## src/rtl/core_if_fetch_if.sv

```systemverilog
// Fetch-stage handshake bundle: instruction bus read channel plus the
// valid/ready channel towards decode. master = fetch stage, slave = bus/decode side.
interface core_if_fetch_if #(
    parameter int ADDR_W = 32,
    parameter int INST_W = 32
);
    logic              ibus_req_o;
    logic [ADDR_W-1:0] ibus_addr_o;
    logic              ibus_ack_i;
    logic [INST_W-1:0] ibus_rdata_i;
    logic              id_valid_out;
    logic              id_ready_in;
    logic [INST_W-1:0] id_inst_out;
    logic [ADDR_W-1:0] id_inst_addr_out;

    modport master (
        output ibus_req_o, ibus_addr_o, id_valid_out, id_inst_out, id_inst_addr_out,
        input  ibus_ack_i, ibus_rdata_i, id_ready_in
    );

    modport slave (
        input  ibus_req_o, ibus_addr_o, id_valid_out, id_inst_out, id_inst_addr_out,
        output ibus_ack_i, ibus_rdata_i, id_ready_in
    );
endinterface

```

## src/rtl/core_if_fetch.sv

```systemverilog
// Instruction fetch stage: one outstanding bus read, one-entry output buffer to decode,
// and flush on jump. hold_out stalls the PC register whenever a new PC cannot be taken.
//
// state | meaning
// IDLE  | no outstanding request
// WAIT  | request outstanding
// VALID | instruction buffered for decode
// DRAIN | request outstanding, result will be discarded
module core_if_fetch #(
    parameter int              ADDR_W   = 32,
    parameter int              INST_W   = 32,
    parameter logic [INST_W-1:0] NOP_INST = 32'h0000_0013
) (
    input  logic                clk,
    input  logic                rst,
    input  logic [ADDR_W-1:0]   pc_in,
    input  logic                jump_flag_in,
    output logic                hold_out,
    core_if_fetch_if.master     bus
);
    typedef enum logic [1:0] {IDLE, WAIT, VALID, DRAIN} state_t;

    state_t state;
    logic   accept;

    assign accept = !rst && !jump_flag_in &&
                    (state == IDLE || (state == VALID && bus.id_ready_in));
    assign hold_out = !accept;

    always_ff @(posedge clk) begin
        if (rst) begin
            state                <= IDLE;
            bus.ibus_req_o       <= 1'b0;
            bus.ibus_addr_o      <= '0;
            bus.id_valid_out     <= 1'b0;
            bus.id_inst_out      <= NOP_INST;
            bus.id_inst_addr_out <= '0;
        end else begin
            case (state)
                IDLE: begin
                    if (accept) begin
                        bus.ibus_addr_o <= pc_in;
                        bus.ibus_req_o  <= 1'b1;
                        state           <= WAIT;
                    end
                end
                WAIT: begin
                    if (bus.ibus_ack_i) begin
                        bus.ibus_req_o <= 1'b0;
                        if (jump_flag_in) begin
                            state <= IDLE;
                        end else begin
                            bus.id_inst_out      <= bus.ibus_rdata_i;
                            bus.id_inst_addr_out <= bus.ibus_addr_o;
                            bus.id_valid_out     <= 1'b1;
                            state                <= VALID;
                        end
                    end else if (jump_flag_in) begin
                        // bus read cannot be aborted; keep req up and drop the result later
                        state <= DRAIN;
                    end
                end
                VALID: begin
                    if (jump_flag_in) begin
                        bus.id_valid_out <= 1'b0;
                        bus.id_inst_out  <= NOP_INST;
                        state            <= IDLE;
                    end else if (accept) begin
                        bus.id_valid_out <= 1'b0;
                        bus.id_inst_out  <= NOP_INST;
                        bus.ibus_addr_o  <= pc_in;
                        bus.ibus_req_o   <= 1'b1;
                        state            <= WAIT;
                    end
                end
                DRAIN: begin
                    if (bus.ibus_ack_i) begin
                        bus.ibus_req_o <= 1'b0;
                        state          <= IDLE;
                    end
                end
                default: state <= IDLE;
            endcase
        end
    end
endmodule

```

## src/flat_wrapper.sv

```systemverilog
// flat-port wrapper written by rule: the top's interface ports become plain ports
module core_if_fetch_flat 
#(
    parameter int              ADDR_W   = 32,
    parameter int              INST_W   = 32,
    parameter logic [INST_W-1:0] NOP_INST = 32'h0000_0013
)
  (clk, rst, pc_in, jump_flag_in, hold_out, bus_ibus_req_o, bus_ibus_addr_o, bus_id_valid_out, bus_id_inst_out, bus_id_inst_addr_out, bus_ibus_ack_i, bus_ibus_rdata_i, bus_id_ready_in);
  core_if_fetch_if #(.ADDR_W(ADDR_W), .INST_W(INST_W)) bus_i ();
  input  logic clk;
  input  logic rst;
  input  logic [ADDR_W-1:0] pc_in;
  input  logic jump_flag_in;
  output logic hold_out;
  output wire logic [$bits(bus_i.ibus_req_o)-1:0] bus_ibus_req_o;
  output wire logic [$bits(bus_i.ibus_addr_o)-1:0] bus_ibus_addr_o;
  output wire logic [$bits(bus_i.id_valid_out)-1:0] bus_id_valid_out;
  output wire logic [$bits(bus_i.id_inst_out)-1:0] bus_id_inst_out;
  output wire logic [$bits(bus_i.id_inst_addr_out)-1:0] bus_id_inst_addr_out;
  input wire logic [$bits(bus_i.ibus_ack_i)-1:0] bus_ibus_ack_i;
  input wire logic [$bits(bus_i.ibus_rdata_i)-1:0] bus_ibus_rdata_i;
  input wire logic [$bits(bus_i.id_ready_in)-1:0] bus_id_ready_in;
  assign bus_ibus_req_o = bus_i.ibus_req_o;
  assign bus_ibus_addr_o = bus_i.ibus_addr_o;
  assign bus_id_valid_out = bus_i.id_valid_out;
  assign bus_id_inst_out = bus_i.id_inst_out;
  assign bus_id_inst_addr_out = bus_i.id_inst_addr_out;
  assign bus_i.ibus_ack_i = bus_ibus_ack_i;
  assign bus_i.ibus_rdata_i = bus_ibus_rdata_i;
  assign bus_i.id_ready_in = bus_id_ready_in;
  core_if_fetch #(.ADDR_W(ADDR_W), .INST_W(INST_W), .NOP_INST(NOP_INST)) u_core (.clk(clk), .rst(rst), .pc_in(pc_in), .jump_flag_in(jump_flag_in), .hold_out(hold_out), .bus(bus_i));
endmodule
```

## config.mk

```make
export PLATFORM = sky130hd
export DESIGN_NAME = core_if_fetch_flat
export DESIGN_NICKNAME = d
export VERILOG_FILES = /design/src/rtl/core_if_fetch_if.sv /design/src/rtl/core_if_fetch.sv /design/src/flat_wrapper.sv
export SDC_FILE = /design/constraint.sdc
export NUM_CORES = 1
export LEC_CHECK = 0
export BUFFER_PORTS_ARGS = -buffer_cell sky130_fd_sc_hd__buf_2
export CAP_MARGIN = 20
export CORE_AREA = 2 2 89 91
export DETAILED_ROUTE_END_ITERATION = 10
export DIE_AREA = 0 0 91 93
export GPL_TIMING_DRIVEN = 0
export PLACE_DENSITY = 0.83
export SYNTH_ARGS = -nofsm -noshare
export SYNTH_HDL_FRONTEND = slang
export SYNTH_SLANG_ARGS = --single-unit
```

## constraint.sdc

```tcl
create_clock -name clk -period 3 [get_ports clk]
set_input_delay 0.45 -clock clk [delete_from_list [all_inputs] [get_ports clk]]
set_output_delay 0.45 -clock clk [all_outputs]
set_load 0.03 [all_outputs]
```

==> impl_metrics.ini <==
[status]
outcome = finished, final reports clean

[die]
die-area_sq_um = 8463
initial_core_util = 0.4840
die_width_microns = 91
die_h_microns = 93
placementRows = 32
coreArea_sq_um = 7527
io_pins = 168

[yosys]
synthArstFlopShare = 0
synthCells = 388
avgSynthCellArea_sq_um = 9.390
yosysMostFrequentCell = dfxtp_1
synth_warnings = 0
synth_top_cell_by_area = dfxtp_1
synth_common_cells = dfxtp_1, a21oi_1, nand2_1
synth-edff-count = 0
synth_fp_nets = 457
netlist_top_cells_area = dfxtp_1, a21oi_1, or3b_1
synth.top_cell.area_share = 0.5495
synth_seq_cells = 100
synth_cell_type_count = 24
synth-seq-area-share = 0.5495
netlist_area_sq_um = 3643
synth_ff_type = dfxtp_1

[routing]
wl_per_cell_microns = 14.45
finalWirelength_microns = 9727
ant_nets = 0
remaining_drc_errors = 0
dr.pass1.iters = 4
vias_per_cell = 5.180
dr_total_vias = 3486
drtIter0Drc = 107

[timing]
drv_slew = 0
finalCritPeriodShare = 0.7668
relSlewSlack = 0.6395
setup_viol_count_final = 0
min_period_ps = 2301
max_freq_mhz = 434.7
hold_ws_ps = 306.6
finalClockSkew_ps = 13.37
worst_pin_slew_ps = 540.7
hold_viol_final = 0
rsz0062_at_grt = false
finalSetupTns_ps = 0

[power]
p_per_area_nw_per_um2 = 528.6
ir_worst_vdd_mv = 0.2945
p_total_w = 0.002533
leakage_nw = 2.210

[cts]
cts_hold_buf = 0
cts_resized = 0
cts_tree = yes
cts_root_buffer = clkbuf_8
clk_path_buf_depth = 2
clock-sinks = 100
cts_buffers = 9
clk_latency_ps = 360
htreeDepth = 3
clk_pin_slew_worst_paths_ps = 100
cts_setup_buffers = 0

[placement]
gp_congestion = 0.8020
dpl.hpwl_microns = 7324
io_buffers = 167

[worst_setup_path]
critical-path-max-stage-delay_ps = 370
critPathKind = reg2out
crit_fanout = 10
start_kind = register
cp.arrival_ps = 1850
reg2reg_from = u_core.state[1]$_SDFFE_PP0P_
startpoint = u_core.state[0]$_SDFFE_PP0P_
crit_slowest_cell = dfxtp_1
cp_common_cell = buf_6
worstPathRequired_ps = 2550
endpoint_kind = primary output
worstPathCellList = or2_4 -> buf_6 -> buf_6 -> or3_1 -> buf_2
reg2reg_slack_ps = 1410

[global_routing]
antenna_found_initial = 0
grt_overflow = 0
grt_max_degree = 18
track_usage = 0.2238
grt_pass1_vias = 3262
grt_pass1_wl_microns = 15210

[layout]
multi_input_area_sq_um = 1426
antennaDiodeCount = 0
layout.nets = 635
nFillCells = 682
drive_gt1_frac = 0.3503
ff_latch_area_sq_um = 2002
syn_to_final_growth_pct = 31.52
fin_util = 0.6366

[flow_run]
drv_cap = 0

[min_path]
hold_class = in2reg
min_from = bus_ibus_rdata_i[2]
-- worst max-delay path: cells and delay by family (launching register included) --
family / cells / cell delay (ps)
buffers and inverters: 3 / 460
and+or+nand+nor: 2 / 660
DFF: 1 / 370
-- layout by cell type (no fill, tap or decap), drive strengths merged --
cell,n
buf,183
dfxtp,100
a21oi,71
nand2,67
or3b,32
o21ai,32
clkbuf,30
a22o,29
inv,6
nor2,3
nor3,3
or2,3
clkinv,3
and2b,2
a211oi,2
or3,1
nand4bb,1
nor4bb,1
o211ai,1
clkinvlp,1
-- final timing paths --
path,cells past startpoint,to
max,5,hold_out
min,2,u_core.bus.id_inst_out[2]$_SDFFE_PP0P_
max reg2reg,6,u_core.bus.id_inst_out[19]$_SDFFE_PP0P_
min reg2reg,2,u_core.bus.id_inst_out[4]$_SDFFE_PP1P_
-- per-stage QoR --
| step | instance area [sq um] | setup slack (ps) | std cells |
|---|---|---|---|
| after global routing | 4792 | 654.8 | 673 |
| after floorplan | 3643 | 1141 | 388 |
| after CTS | 4792 | 701.4 | 673 |
| final | 4792 | 699.5 | 673 |
| after global placement | 4607 | 901.0 | 657 |
| after detailed placement | 4607 | 884.5 | 657 |
-- kinds of logic (layout without fill, tap and decap cells) --
kind of cell,Yosys count,after routing,share of synthesized area
compound gates,135,135,0.2208
buf+inv,40,223,0.05906
flops,100,100,0.5495
simple gates,113,113,0.1707
-- per-layer routing --
layer,share of wire,global-route usage
met5,0,0
met4,0.023,0.08460
met3,0.095,0.07252
met2,0.47,0.3759
met1,0.41,0.2684
-- report_power, final --
group          internal [W]  switching (W)
registers           0.00137      0.0000296
logic              0.000126       0.000210
clock network      0.000332       0.000465
-- flip-flops by register name, summed over array words and instances, names as in the netlist --
signal and count:
u_core.bus.id_inst_out 32, u_core.bus.id_valid_out 1, u_core.bus.ibus_addr_o 32, u_core.state 2, u_core.bus.id_inst_addr_out 32, u_core.bus.ibus_req_o 1
-- cell type report --
cell class,count,area share
plain buffers,36,0.04178
well taps,102,0.02663
repair buffers,167,0.1744
clock inverters,6,0.009922
clock buffers,10,0.02872
inverters,4,0.003133
flip-flops and latches,100,0.4178
multi-input cells,248,0.2977
Note: power is estimated with default switching activity, not from simulation.
